==> src/rtl/ysyx_22050243_isram_if.sv <==
// Fetch and backing-memory bus for the instruction SRAM responder.
//
// Fetch side : isram_e, isram_addr, flush       (core -> responder)
//              isram_rdata, isram_rvalid,
//              isram_err, stall_req             (responder -> core)
// Memory side: mem_req, mem_addr                (responder -> memory)
//              mem_ack, mem_rdata, mem_err      (memory -> responder)
//
// The slave modport is the responder. The master modport is the core/memory
// environment around it.
interface ysyx_22050243_isram_if;
   logic        isram_e;
   logic [63:0] isram_addr;
   logic        flush;
   logic [31:0] isram_rdata;
   logic        isram_rvalid;
   logic        isram_err;
   logic        stall_req;
   logic        mem_req;
   logic [63:0] mem_addr;
   logic        mem_ack;
   logic [63:0] mem_rdata;
   logic        mem_err;

   modport slave (
      input  isram_e, isram_addr, flush, mem_ack, mem_rdata, mem_err,
      output isram_rdata, isram_rvalid, isram_err, stall_req, mem_req, mem_addr
   );

   modport master (
      output isram_e, isram_addr, flush, mem_ack, mem_rdata, mem_err,
      input  isram_rdata, isram_rvalid, isram_err, stall_req, mem_req, mem_addr
   );
endinterface

==> src/rtl/ysyx_22050243_isram.sv <==
// Instruction-side SRAM responder with a one-line (two instruction) buffer
// in front of a variable-latency backing read port.
//
// Ports:
//   clk  - clock
//   rst  - synchronous active-high reset
//   bus  - ysyx_22050243_isram_if.slave
//          fetch request (isram_e/isram_addr/flush), 1-cycle registered
//          response (isram_rdata/isram_rvalid/isram_err), combinational
//          stall_req, and the backing read port (mem_req/mem_addr out,
//          mem_ack/mem_rdata/mem_err in).
//
// A hit or a misaligned fetch answers on the next cycle without stalling.
// A miss stalls fetch, issues one line read, installs the line, and lets the
// held request hit on the cycle after the fill completes. A backing error is
// reported through a one-cycle ERR state.
module ysyx_22050243_isram #(
   parameter logic [31:0] NOP_INST   = 32'h0000_0013,
   parameter int          LINE_BYTES = 8
) (
   input  logic                    clk,
   input  logic                    rst,
   ysyx_22050243_isram_if.slave    bus
);

   localparam int OFF_W = $clog2(LINE_BYTES);
   localparam int TAG_W = 64 - OFF_W;

   typedef enum logic [1:0] {
      IDLE = 2'd0,
      FILL = 2'd1,
      ERR  = 2'd2
   } state_t;

   state_t             state_q;
   state_t             state_d;

   logic               buf_valid;
   logic [TAG_W-1:0]   buf_tag;
   logic [63:0]        buf_data;
   logic               fill_discard;

   logic [31:0]        rdata_q;
   logic               rvalid_q;
   logic               err_q;
   logic               mem_req_q;
   logic [63:0]        mem_addr_q;

   logic [TAG_W-1:0]   req_tag;
   logic               hit;
   logic               misal;
   logic               miss;
   logic               discard_now;
   logic               install;
   logic               stall;

   assign req_tag = bus.isram_addr[63:OFF_W];

   // Misalignment takes priority over the tag compare; hit is only
   // meaningful in IDLE so a stale buffer cannot answer during a fill.
   assign misal = bus.isram_e & (bus.isram_addr[1:0] != 2'b00);
   assign hit   = bus.isram_e & buf_valid & (buf_tag == req_tag)
                  & (state_q == IDLE);
   assign miss  = bus.isram_e & ~misal & ~hit & (state_q == IDLE);

   // A flush arriving on the ack cycle itself also blocks the install.
   assign discard_now = fill_discard | bus.flush;
   assign install     = (state_q == FILL) & bus.mem_ack & ~bus.mem_err
                        & ~discard_now;

   // ---------------------------------------------------------------------
   // Next-state logic
   // ---------------------------------------------------------------------
   always_comb begin
      state_d = state_q;
      case (state_q)
         IDLE: begin
            if (miss) begin
               state_d = FILL;
            end
         end
         FILL: begin
            if (bus.mem_ack) begin
               state_d = bus.mem_err ? ERR : IDLE;
            end
         end
         ERR: begin
            state_d = IDLE;
         end
         default: begin
            state_d = IDLE;
         end
      endcase
   end

   // Stall is combinational so the core holds the PC in the miss cycle
   // itself. ERR deliberately does not stall.
   always_comb begin
      stall = 1'b0;
      if (!rst) begin
         if (state_q == FILL) begin
            stall = 1'b1;
         end else if (miss) begin
            stall = 1'b1;
         end
      end
   end

   // ---------------------------------------------------------------------
   // Control and response registers
   // ---------------------------------------------------------------------
   always_ff @(posedge clk) begin
      if (rst) begin
         state_q      <= IDLE;
         buf_valid    <= 1'b0;
         fill_discard <= 1'b0;
         mem_req_q    <= 1'b0;
         mem_addr_q   <= 64'd0;
         rvalid_q     <= 1'b0;
         err_q        <= 1'b0;
         rdata_q      <= NOP_INST;
      end else begin
         state_q  <= state_d;
         rvalid_q <= 1'b0;
         case (state_q)
            IDLE: begin
               if (bus.flush) begin
                  buf_valid <= 1'b0;
               end
               if (misal) begin
                  rvalid_q <= 1'b1;
                  err_q    <= 1'b1;
                  rdata_q  <= NOP_INST;
               end else if (hit) begin
                  rvalid_q <= 1'b1;
                  err_q    <= 1'b0;
                  rdata_q  <= bus.isram_addr[OFF_W-1] ? buf_data[63:32]
                                                      : buf_data[31:0];
               end else if (miss) begin
                  mem_req_q  <= 1'b1;
                  mem_addr_q <= {req_tag, {OFF_W{1'b0}}};
               end
            end
            FILL: begin
               if (bus.flush) begin
                  fill_discard <= 1'b1;
                  buf_valid    <= 1'b0;
               end
               if (bus.mem_ack) begin
                  mem_req_q    <= 1'b0;
                  fill_discard <= 1'b0;
                  if (install) begin
                     buf_valid <= 1'b1;
                  end
               end
            end
            ERR: begin
               rvalid_q <= 1'b1;
               err_q    <= 1'b1;
               rdata_q  <= NOP_INST;
               if (bus.flush) begin
                  buf_valid <= 1'b0;
               end
            end
            default: begin
               rvalid_q <= 1'b0;
            end
         endcase
      end
   end

   // ---------------------------------------------------------------------
   // Line buffer storage (qualified by buf_valid, so no reset needed)
   // ---------------------------------------------------------------------
   always_ff @(posedge clk) begin
      if (install) begin
         buf_data <= bus.mem_rdata;
         buf_tag  <= bus.mem_addr[63:OFF_W];
      end
   end

   assign bus.isram_rdata  = rdata_q;
   assign bus.isram_rvalid = rvalid_q;
   assign bus.isram_err    = err_q;
   assign bus.stall_req    = stall;
   assign bus.mem_req      = mem_req_q;
   assign bus.mem_addr     = mem_addr_q;

endmodule

==> src/flat_wrapper.sv <==
// flat-port wrapper written by rule: the top's interface ports become plain ports
module ysyx_22050243_isram_flat 
#(
   parameter logic [31:0] NOP_INST   = 32'h0000_0013,
   parameter int          LINE_BYTES = 8
)
  (clk, rst, bus_isram_e, bus_isram_addr, bus_flush, bus_mem_ack, bus_mem_rdata, bus_mem_err, bus_isram_rdata, bus_isram_rvalid, bus_isram_err, bus_stall_req, bus_mem_req, bus_mem_addr);
  ysyx_22050243_isram_if bus_i ();
  input  logic clk;
  input  logic rst;
  input wire logic [$bits(bus_i.isram_e)-1:0] bus_isram_e;
  input wire logic [$bits(bus_i.isram_addr)-1:0] bus_isram_addr;
  input wire logic [$bits(bus_i.flush)-1:0] bus_flush;
  input wire logic [$bits(bus_i.mem_ack)-1:0] bus_mem_ack;
  input wire logic [$bits(bus_i.mem_rdata)-1:0] bus_mem_rdata;
  input wire logic [$bits(bus_i.mem_err)-1:0] bus_mem_err;
  output wire logic [$bits(bus_i.isram_rdata)-1:0] bus_isram_rdata;
  output wire logic [$bits(bus_i.isram_rvalid)-1:0] bus_isram_rvalid;
  output wire logic [$bits(bus_i.isram_err)-1:0] bus_isram_err;
  output wire logic [$bits(bus_i.stall_req)-1:0] bus_stall_req;
  output wire logic [$bits(bus_i.mem_req)-1:0] bus_mem_req;
  output wire logic [$bits(bus_i.mem_addr)-1:0] bus_mem_addr;
  assign bus_i.isram_e = bus_isram_e;
  assign bus_i.isram_addr = bus_isram_addr;
  assign bus_i.flush = bus_flush;
  assign bus_i.mem_ack = bus_mem_ack;
  assign bus_i.mem_rdata = bus_mem_rdata;
  assign bus_i.mem_err = bus_mem_err;
  assign bus_isram_rdata = bus_i.isram_rdata;
  assign bus_isram_rvalid = bus_i.isram_rvalid;
  assign bus_isram_err = bus_i.isram_err;
  assign bus_stall_req = bus_i.stall_req;
  assign bus_mem_req = bus_i.mem_req;
  assign bus_mem_addr = bus_i.mem_addr;
  ysyx_22050243_isram #(.NOP_INST(NOP_INST), .LINE_BYTES(LINE_BYTES)) u_core (.clk(clk), .rst(rst), .bus(bus_i));
endmodule
==> config.mk <==
export PLATFORM = sky130hd
export DESIGN_NAME = ysyx_22050243_isram_flat
export DESIGN_NICKNAME = d
export VERILOG_FILES = /design/src/rtl/ysyx_22050243_isram_if.sv /design/src/rtl/ysyx_22050243_isram.sv /design/src/flat_wrapper.sv
export SDC_FILE = /design/constraint.sdc
export NUM_CORES = 1
export LEC_CHECK = 0
export BUFFER_PORTS_ARGS = -buffer_cell sky130_fd_sc_hd__buf_4
export CORE_MARGIN = 8
export CORE_UTILIZATION = 45
export DETAILED_ROUTE_END_ITERATION = 16
export GPL_ROUTABILITY_DRIVEN = 0
export MAX_ROUTING_LAYER = met4
export PLACE_DENSITY = 0.81
export SLEW_MARGIN = 20
export SYNTH_ARGS = -nofsm -noshare
export SYNTH_HDL_FRONTEND = slang
export SYNTH_SLANG_ARGS = --single-unit
export TNS_END_PERCENT = 30
==> constraint.sdc <==
create_clock -name clk -period 46.4 [get_ports clk]
set_input_delay 6.96 -clock clk [delete_from_list [all_inputs] [get_ports clk]]
set_output_delay 6.96 -clock clk [all_outputs]
set_load 0.005 [all_outputs]
==> impl_summary.txt <==
----------------------------------------------------
[Synthesis]
  Post-synthesis mux area share ... about 10%
  Number of flops mapped to enable cells by yosys ... 125
  Main combinational cell family by area after synthesis ... simple AND/OR/NAND/NOR gates
  Simple logic cell fraction of the synthesized area ... 15.6%
  Yosys Warn Count ... 0
  Seq cells post-synth ... 225
  Post-synthesis instance area ... 0.00945 mm²
  Post-synthesis xor/xnor area fraction ... 4.82%
  Sequential cell area fraction in the yosys report ... 60.9%
  Arithmetic-cell share of the synthesized area counting full adders, half adders and majority gates ... 0%
  Share of the synthesized area in compound gates (AO/OA/AOI/OAI) ... 5.42%
  Leading area contributor after synthesis ... sky130_fd_sc_hd__edfxtp_1
  Number of different library cells in the post-synthesis netlist ... 37
  Main synth FF type ... sky130_fd_sc_hd__edfxtp_1
  Mean Syn Cell Area ... 12.2 µm²
  Largest cells by area after synthesis ... sky130_fd_sc_hd__edfxtp_1, sky130_fd_sc_hd__dfxtp_1, sky130_fd_sc_hd__nand2b_1
  Area share of the largest cell type after synthesis ... 39.7%
  Synthesized instance count ... between 700 and 800
  Async set-reset flop share out of synthesis ... 0%

[Run status]
  Result of the run ... completed

[Layout]
  Final Cell Area ... 0.0122 mm²
  Most common library cell in the layout ignoring fill and taps ... sky130_fd_sc_hd__buf_4
  Post-layout nets ... 1,128
  Fraction of final layout cells sized beyond drive strength 1 ... 31.2%
  Antenna Diode Count ... 0
  Syn-to-layout area delta ... 29.6%
  Post-Route Utilization ... 58.8%
  Most frequent cells in the layout ... sky130_fd_sc_hd__buf_4, sky130_fd_sc_hd__nand2b_1, sky130_fd_sc_hd__edfxtp_1, sky130_fd_sc_hd__dfxtp_1, sky130_fd_sc_hd__mux2i_1

[Clock tree]
  Root Driver ... sky130_fd_sc_hd__clkbuf_16
  Clk Latency, worst-skew pair ... 520 ps
  Maximum level of the CTS H-tree ... 1
  Number of instances resized during post-cts repair ... 0
  Max Root-Sink Buffers ... 3
  Sink count of the clock tree ... around 230
  CTS tree ... built
  Clock-pin transition on the worst setup and hold timing paths ... roughly 60 ps
  Cts-stage hold buffer count ... 0
  Number of buffers created by CTS ... 25
  Setup Buffers After CTS ... 0

[Placed design]
  Count of input and output buffers ... 230
  Standard cell area after detailed placement ... about 0.011 mm²
  Detailed placement HPWL ... 16,500 µm

[Critical path]
  Kind of critical path ... in2out
  Critical Path AT ... just over 9000 ps
  Reg-to-reg slack, setup ... 43,380 ps
  Biggest fanout along the worst timing path ... 5
  Endpoint type of the worst setup path ... output port
  CP startpoint kind ... primary input
  Required time of the worst setup path ... 39,440 ps

[Pwr]
  Sw Ratio ... between 20% and 30%
  Sequential share of power ... around 47%
  Leak pwr ... 0.00452 µW
  Power share of the combinational group ... between 6 and 7%
  Net load switching power ... roughly 94 µW
  Internal power summed over all cells ... around 360 µW
  Total design power ... ~450 µW
  Part of the power in the clock network ... roughly 46%
  Worst vdd rail ir drop ... 0.0244 mV
  Power per cell area ... ~37 mW/mm²

[STA]
  Slew Limit Fails ... 0
  Final critical-path required period ... 16,140 ps
  Final setup fails ... 0
  Hold_ws ... 462 ps
  Worst clock skew on the final layout ... between 15 and 20 ps
  Worst Max-Slew Pin Slew ... 1130 ps
  Remaining max-slew budget at the tightest pin ... 25.0%
  Final clock period utilization by the worst path ... a little over a third
  Hold Vio Cnt, Final ... 0
  Achievable Freq ... 62.0 MHz
  Unrepaired setup endpoints after global routing ... false
  Final TNS setup ... 0 ps

[Detailed routing]
  Routed length per instance ... 18.6 µm
  Via density per instance ... 5.05
  Drc violations ... 0
  Via count ... 6,506
  First-pass DRT Iterations ... 4
  Number of design-rule violations left by the first detailed-router iteration ... 383
  Count of antenna-violating nets left after detailed routing ... 0
  Final wirelength ... 23,900 µm

[Run]
  Number of maximum-capacitance violations ... 0

[Worst hold path]
  Worst min-delay path category ... reg2reg

[Die]
  Height of the chip ... approximately 160 µm
  Count of standard-cell rows ... 53
  Initial core utilization ... a little under half
  Die footprint ... 0.0259 mm²
  Count of pins on the block boundary ... between 200 and 250
  Horizontal extent of the die ... 161 µm
  Standard cell core area ... 0.0208 mm²

[GRT]
  Maximum number of pins on one net before global-route repair ... 120
  All-layer global routing usage ... 18.4%
  Via count of the first global-routing pass ... 6,759
  Antenna violations before repair ... 0
  Remaining global-route overflow ... 0
  Global-route wire length before repair ... 37,400 µm

----------------------------------------------------
==> metal layers <==
layer  global-route usage (%)  vias up  wire length (µm)
met5                        -        -                 0
met4                     3.66        0               391
met3                     6.12       33              2230
met2                     29.7      259             11300
met1                     22.2     3071             10000
li1                         -     3143                 -
==> Yosys cell counts (all sizes together), types with 2 or more instances <==
cell,n
o22ai,2
o31a,3
clkbuf,36
inv,8
mux2,29
mux2i,64
o21ai,34
o21a,3
nand2b,152
or4,2
buf,13
nor2,37
nand4,10
a2111oi,3
nor3b,4
xor2,26
xnor2,26
edfxtp,125
dfxtp,100
nand2,36
nor4,9
a21oi,5
a31oi,32
nor2b,9
==> through the flow <==
step                      setup slack, ps  cells
after CTS                           30230   1288
after global routing                30110   1288
after detailed placement            30230   1242
after floorplan                     26310    778
after global placement              30250   1242
final                               30260   1288
==> registers in the layout, indices dropped and copies added, names as in the netlist, 2 cells and up <==
register	count
u_core.buf_tag	61
u_core.buf_data	64
u_core.bus.mem_addr	61
u_core.state_q	2
u_core.bus.isram_rdata	32
==> critical path, stage by stage <==
cell	delay, ps
sky130_fd_sc_hd__buf_4	120
sky130_fd_sc_hd__xor2_1	180
sky130_fd_sc_hd__nor4_1	470
sky130_fd_sc_hd__nand4_1	280
sky130_fd_sc_hd__or4_4	610
sky130_fd_sc_hd__o21ai_0	270
sky130_fd_sc_hd__a21oi_1	120
sky130_fd_sc_hd__buf_4	180
==> cells by family (layout without fill, tap and decap cells) <==
| family | Yosys count | count (layout) |
|---|---|---|
| xor+xnor | 52 | 52 |
| other cells | 1 | 3 |
| flops | 225 | 225 |
| buf+inv | 57 | 292 |
| simple gates | 263 | 263 |
| compound gates | 85 | 85 |
| mux | 93 | 93 |
==> layout make-up <==
class                           count  area [µm²]
Fill cell                        1699        8580
Sequential cell                   225        5760
Multi-Input combinational cell    496        3440
Timing Repair Buffer              238        1790
Clock buffer                       31         698
Tap cell                          275         344
Clock inverter                     15         184
Inverter                            8        30.0
==> power by group through the flow <==
stage	Combinational, µW	Clock, µW	Sequential, µW
6_report	30.5	208	214
4_1_cts	31.1	212	214
3_3_place_gp	30.4	0	219
5_1_grt	33.2	220	215
2_1_floorplan	14.2	0	219
3_5_place_dp	30.9	0	219
==> final timing paths <==
kind              cells after the start                     from                      end
hold reg to reg                       0  u_core.bus.mem_addr[59]       u_core.buf_tag[56]
hold / removal                        0  u_core.bus.mem_addr[59]       u_core.buf_tag[56]
setup reg to reg                      7        u_core.buf_tag[0]  u_core.bus.mem_addr[28]
setup / recovery                      8        bus_isram_addr[3]            bus_stall_req
(Power assumes the default switching activity.)
